$ cat src/rtl/lfsr_checker_pkg.sv
// lfsr_checker_pkg: shared FSM states, generator taps and seven-segment glyph table
package lfsr_checker_pkg;
  typedef enum logic [1:0] {HUNT = 2'd0, CHECK = 2'd1, LOCKED = 2'd2} state_t;
  localparam logic [7:0] TAPS = 8'b0001_1101;
  localparam logic [7:0] GLYPHS [16] = '{
    8'hFC, 8'h60, 8'hDA, 8'hF2, 8'h66, 8'hB6, 8'hBE, 8'hE0,
    8'hFE, 8'hF6, 8'hEE, 8'h3E, 8'h9C, 8'h7A, 8'h9E, 8'h8E
  };
  function automatic logic lfsr_exp(input logic [7:0] h);
    return ^(h & TAPS);
  endfunction
endpackage

$ cat src/rtl/lfsr_checker_hex7seg.sv
// hex7seg: 4-bit value to active-low seven-segment glyph, dp off
module hex7seg
  import lfsr_checker_pkg::*;
(
  input  logic [3:0] i_val,
  output logic [7:0] o_seg
);
  assign o_seg = ~GLYPHS[i_val];
endmodule

$ cat config.mk
export PLATFORM = sky130hd
export DESIGN_NAME = hex7seg
export DESIGN_NICKNAME = d
export VERILOG_FILES = /design/src/rtl/lfsr_checker_pkg.sv /design/src/rtl/lfsr_checker_hex7seg.sv
export SDC_FILE = /design/constraint.sdc
export NUM_CORES = 1
export LEC_CHECK = 0
export CAP_MARGIN = 20
export CORE_AREA = 5 5 42 44
export DETAILED_ROUTE_END_ITERATION = 12
export DIE_AREA = 0 0 47 49
export PLACE_DENSITY = 0.42
export SLEW_MARGIN = 30
export SYNTH_ARGS = -nofsm -noshare
export SYNTH_HDL_FRONTEND = slang
export SYNTH_SLANG_ARGS = --single-unit
$ cat constraint.sdc
create_clock -name vclk -period 2.41
set_input_delay 0.723 -clock vclk [all_inputs]
set_output_delay 0.723 -clock vclk [all_outputs]
set_load 0.05 [all_outputs]
==> summary.md, run 1 <==
| Metric | Value |
|---|---|
| Status | finished with violations |
| Failing checks | negative setup slack |
| F_max | 0.401 GHz |
| Cell Int Power | 91.3 uW |
| First-pass GRT wire length | 1520 um |
| CP top delay family | multiplexers |
| Final setup margin | -0.0808 ns |
| Worst path required time | 1.69 ns |
| Final Util | 0.513 |
| Largest net degree at the start of global routing | 7 |
| Core box area | 1400 um2 |
| Tmin final | 2.49 ns |
| Total GRT Usage | 0.0835 |
| Area grow syn2layout | 173% |
| CP max FO | 4 |
| Startpoint types | primary input |
| CP Capture Type | output port |
| Max rail drop VDD | 0.128 mV |
| # Max-Cap Violations | 0 |
| GP Congestion | 0.759 |
| # DRC | 0 |
| Routed wire length | 901 um |
| Crit path kind | primary input to output port |
| Filler instances | 138 |
| Switching Share | 0.495 |
| Vias in the first global route | 348 |
| Lkg Pwr | 0.308 nW |
| Grt total ovfl | 0 |
| Number of clock buffers in the layout | 0 |
| Via Count | 321 |
| Worst Hold Class | primary input to output port |
| Syn Area/Cell | 7.96 um2 |
| Final hold vios | 0 |
| WL per Instance | 12.3 um |
| Detailed router's first-iteration violation count | 3 |
| Post-synth top cells | ha_1 (6), inv_1 (3), nand2_1 (3), nor2_1 (3) |
| Die X | 47 um |
| CP Buf/Inv Count | 4 |
| Detailed placement HPWL | 658 um |
| FF/Latch Area | 0 um2 |
| Top post-synthesis cells by area | ha_1 (29%), mux4_2 (8.6%), mux2i_1 (7.6%) |
| Part of the power in registers | 0 |
| Port Buffer Count | 11 |
| Final ANT Viol Nets | 0 |
| Final Non-Filler Cells | 73 |
| Critical Path Most Common Cell | buf_8 |
| Final period util | 1.03 |
| Synthesized cell area | 263 um2 |
| P_sw | 89.5 uW |
| Top-count cell post-synth | ha_1 |
| Clock Power Share | 0 |
| Hold WS | 1.95 ns |
| Placed insts | 71 |
| Antenna violations before repair | 0 |
| Cell taking the most area after synthesis | ha_1 |
| Die height | 49 um |
| # IOs | 12 |
| Layout cells sized above 1 | 0.789 |
| RSZ-0062 raised after global routing | yes |
| Seq/Total Area, Yosys | 0 |
| Ant diodes | 0 |
| Critical path's largest stage delay | 0.46 ns |
| Max-slew violations | 0 |
| Sequential cells | 0 |
| Final setup TNS | -0.189 ns |
| Layout net count | 69 |
| Syn Nets | 43 |
| Power, Total | 181 uW |
| CP max-delay cell | mux4_2 |
| Initial core utilization | 0.188 |
| # rows | 14 |
| Post-Synthesis Cells | 33 |
| Crit path DAT | 1.77 ns |
| Cell Pwr Density | 252 nW/um2 |
| Synth warnings | 0 |
| Cell Chain, Critical Path | buf_8 -> inv_8 -> ha_4 -> inv_2 -> mux4_2 -> buf_8 |
| Number of distinct library cells after synthesis | 18 |
| Yosys top cell area share | 0.286 |
| Drt pass-1 iters | 2 |
| Comb pwr share | 1.000 |
| Count of final setup violators | 3 |
| Via density | 4.40 |
| Die ar. | 2300 um2 |
## metrics by stage
| step | setup WS (ns) | instance area, um2 |
|---|---|---|
| finish | -0.0808 | 718 |
| global route | -0.112 | 718 |
| CTS | -0.0959 | 683 |
| detailed placement | -0.577 | 547 |
| global placement | -0.559 | 547 |
| floorplan | -0.133 | 280 |
## metal layers
metal	up-vias	part of all wire	track usage
met5	-	0	0
met4	0	0	0
met3	0	0.040	0.00369
met2	7	0.60	0.174
met1	152	0.36	0.0891
li1	162	-	-
## final cells by class
type / count / area [um2] / area share
Timing Repair Buffer: 27 / 329 / 0.458
Multi-Input combinational cell: 27 / 343 / 0.477
Inverter: 3 / 26.3 / 0.0366
Tap cell: 16 / 20.0 / 0.0279
## worst paths after layout
path	cells past startpoint	from	endpoint	slack (ns)
worst max-delay path	6	i_val[1]	o_seg[4]	-0.08
worst min-delay path	4	i_val[1]	o_seg[1]	1.95
## cells in the final DEF, fill, tap and decap left out, drive strengths merged, types with 2 or more instances in the layout
| master | synthesis | layout |
|---|---|---|
| nor2b | 2 | 2 |
| nand2 | 3 | 3 |
| a22o | 2 | 2 |
| ha | 6 | 6 |
| buf | 3 | 25 |
| nor2 | 4 | 4 |
| inv | 3 | 3 |
| mux2i | 2 | 2 |
## power by group through the flow
| stage | Combinational [mW] | Sequential (mW) | Clock, mW |
|---|---|---|---|
| finish | 0.181 | 0 | 0 |
| floorplan | 0.0786 | 0 | 0 |
| detailed placement | 0.149 | 0 | 0 |
| CTS | 0.173 | 0 | 0 |
| global placement | 0.148 | 0 | 0 |
| global route | 0.191 | 0 | 0 |
## logic make-up (layout without fill, tap and decap cells)
kind of cell               Yosys count  count (layout)  share of synthesized area
other                                1               1                     0.0143
adders and majority gates            6               6                      0.286
muxes                                3               3                      0.162
AOI/OAI and AO/OA                    6               6                      0.181
and+or+nand+nor                     11              11                      0.214
buffers and inverters                6              30                      0.143
## timing repair
action                     CTS  global route
setup buffers                1             1
hold buffers                 0             0
pin swaps                    5             5
setup endpoints to repair    7             6
gates resized for setup     48             7
## worst min-delay path, delay by kind of cell
kind | cells | cell delay, ns
buf+inv | 3 | 0.32
compound gates | 1 | 0.18
No activity file was read; power rests on OpenSTA's default activity.
==> run 2: changes to the inputs <==
--- a/config.mk
+++ b/config.mk
@@ -10,7 +10,6 @@
 export DETAILED_ROUTE_END_ITERATION = 12
 export DIE_AREA = 0 0 47 49
 export PLACE_DENSITY = 0.42
-export SLEW_MARGIN = 30
 export SYNTH_ARGS = -nofsm -noshare
 export SYNTH_HDL_FRONTEND = slang
 export SYNTH_SLANG_ARGS = --single-unit
==> results of run 2 <==
The final DEF is identical to that of run 1; final timing and power are the same.
==> run 3: changes to the inputs <==
--- a/config.mk
+++ b/config.mk
@@ -13,3 +13,4 @@
 export SYNTH_ARGS = -nofsm -noshare
 export SYNTH_HDL_FRONTEND = slang
 export SYNTH_SLANG_ARGS = --single-unit
+export TNS_END_PERCENT = 50
==> run 3 against run 2 <==
Compared with the run above: the flow still finishes with violations (negative setup slack); worst hold slack better by 0.0076 ns; non-clock buffer count down 6; first-iteration DRC count down 33%; via count down 2.2%; final area down 15%; utilization down 7.7 points; sequential cell count unchanged; sequential share of layout area unchanged; die area unchanged; maximum frequency about the same; global-route usage down 0.49 points; critical endpoint unchanged.
==> summary.md, run 3 (same netlist as run 1, synthesis figures left out) <==
| Metric | Value |
|---|---|
| Die height | 49 um |
| Initial core utilization | 0.188 |
| Final setup TNS | -0.140 ns |
| Final ANT Viol Nets | 0 |
| Layout cells sized above 1 | 0.647 |
| # rows | 14 |
| Failing checks | negative setup slack |
| # Max-Cap Violations | 0 |
| CP max FO | 4 |
| RSZ-0062 raised after global routing | yes |
| Final setup margin | -0.0798 ns |
| WL per Instance | 12.5 um |
| Detailed placement HPWL | 675 um |
| Cell Pwr Density | 266 nW/um2 |
| Antenna violations before repair | 0 |
| Area after DPL | 513 um2 |
| Detailed router's first-iteration violation count | 2 |
| Max rail drop VDD | 0.0953 mV |
| Lkg Pwr | 0.265 nW |
| Dpl ws | -0.620 ns |
| Hold depth | 4 |
| Hold endpoint | o_seg[1] |
| CP Capture Type | output port |
| Crit path kind | primary input to output port |
| Vias in the first global route | 315 |
| Power, Total | 163 uW |
| Drt pass-1 iters | 3 |
| Via Count | 314 |
| Area grow syn2layout | 132% |
| Layout net count | 63 |
| Multi-input gate area | 300 um2 |
| Number of clock buffers in the layout | 0 |
| FF/Latch Area | 0 um2 |
| Crit path DAT | 1.77 ns |
| GP Congestion | 0.818 |
| Most common cell after layout, fill and taps aside | buf_4 |
| Die ar. | 2300 um2 |
| Largest net degree at the start of global routing | 7 |
| Worst path required time | 1.69 ns |
| Total GRT Usage | 0.0787 |
| Core box area | 1400 um2 |
| Status | finished with violations |
| First-pass GRT wire length | 1420 um |
| Max-slew violations | 0 |
| Port Buffer Count | 11 |
| # hold bufs at CTS | 0 |
| Via density | 4.69 |
| Final hold vios | 0 |
| Filler instances | 137 |
| Sequential cells | 0 |
| Die X | 47 um |
| Routed wire length | 839 um |
| Startpoint types | primary input |
| Commonest non-fill, non-tap cells in the layout | buf_4 (8), buf_12 (7), ha_4 (4) |
| F_max | 0.402 GHz |
| Grt total ovfl | 0 |
| Ant diodes | 0 |
| Hold Startpoint | i_val[1] |
| # IOs | 12 |
| # DRC | 0 |
| Final period util | 1.03 |
| Tmin final | 2.49 ns |
| Final instance area | 611 um2 |
| Count of final setup violators | 2 |
| Worst Hold Class | primary input to output port |
run 3: cell types whose count changed in the layout (fill, tap and decap cells not counted), sizes merged:
cell           change
clkdlybuf4s15      -1
clkbuf             -1
dlygate4sd2        +1
buf                -5
run 3: cell type report:
| cell class | instances | share of cell area |
|---|---|---|
| well taps | 16 | 0.0328 |
| inverters | 3 | 0.0389 |
| repair buffers | 21 | 0.436 |
| multi-input cells | 27 | 0.492 |
run 3: layer usage:
layer	global-route usage	vias to the layer above	wire length, um
met5	0	-	0
met4	0.0276	0	30
met3	0.0185	4	55
met2	0.140	9	467
met1	0.0850	149	285
li1	-	152	-
run 3: repair_timing:
item,in CTS,in global routing
gates resized for setup,39,3
setup buffers,0,0
hold endpoints to repair,0,0
pin swaps,1,1
setup endpoints to repair,7,7
run 3: worst max path at each step:
stage | start | endpoint | slack (ns) | cells past startpoint
after floorplan | i_val[1] | o_seg[7] | -0.22 | 5
after global placement | i_val[0] | o_seg[4] | -0.61 | 6
after detailed placement | i_val[0] | o_seg[4] | -0.62 | 6
after CTS | i_val[0] | o_seg[4] | -0.08 | 6
after global routing | i_val[0] | o_seg[4] | -0.09 | 6
final | i_val[0] | o_seg[4] | -0.08 | 6
run 3: where the power goes:
| part | leakage, nW | switching [mW] | internal (mW) |
|---|---|---|---|
| Sequential | 0 | 0 | 0 |
| Combinational | 0.265 | 0.0843 | 0.0783 |
| Clock | 0 | 0 | 0 |
run 3: stage by stage:
stage               hold slack, ns  instances  utilization
floorplan                     1.79         33            -
global placement              2.33         67        0.366
detailed placement            2.33         67        0.366
CTS                           1.95         67        0.435
global route                  1.98         67        0.436
finish                        1.96         67        0.436
run 3: critical path, cell delays in order:
cell    delay, ns
buf_12       0.10
inv_8        0.04
ha_4         0.25
inv_2        0.03
mux4_2       0.46
buf_8        0.17
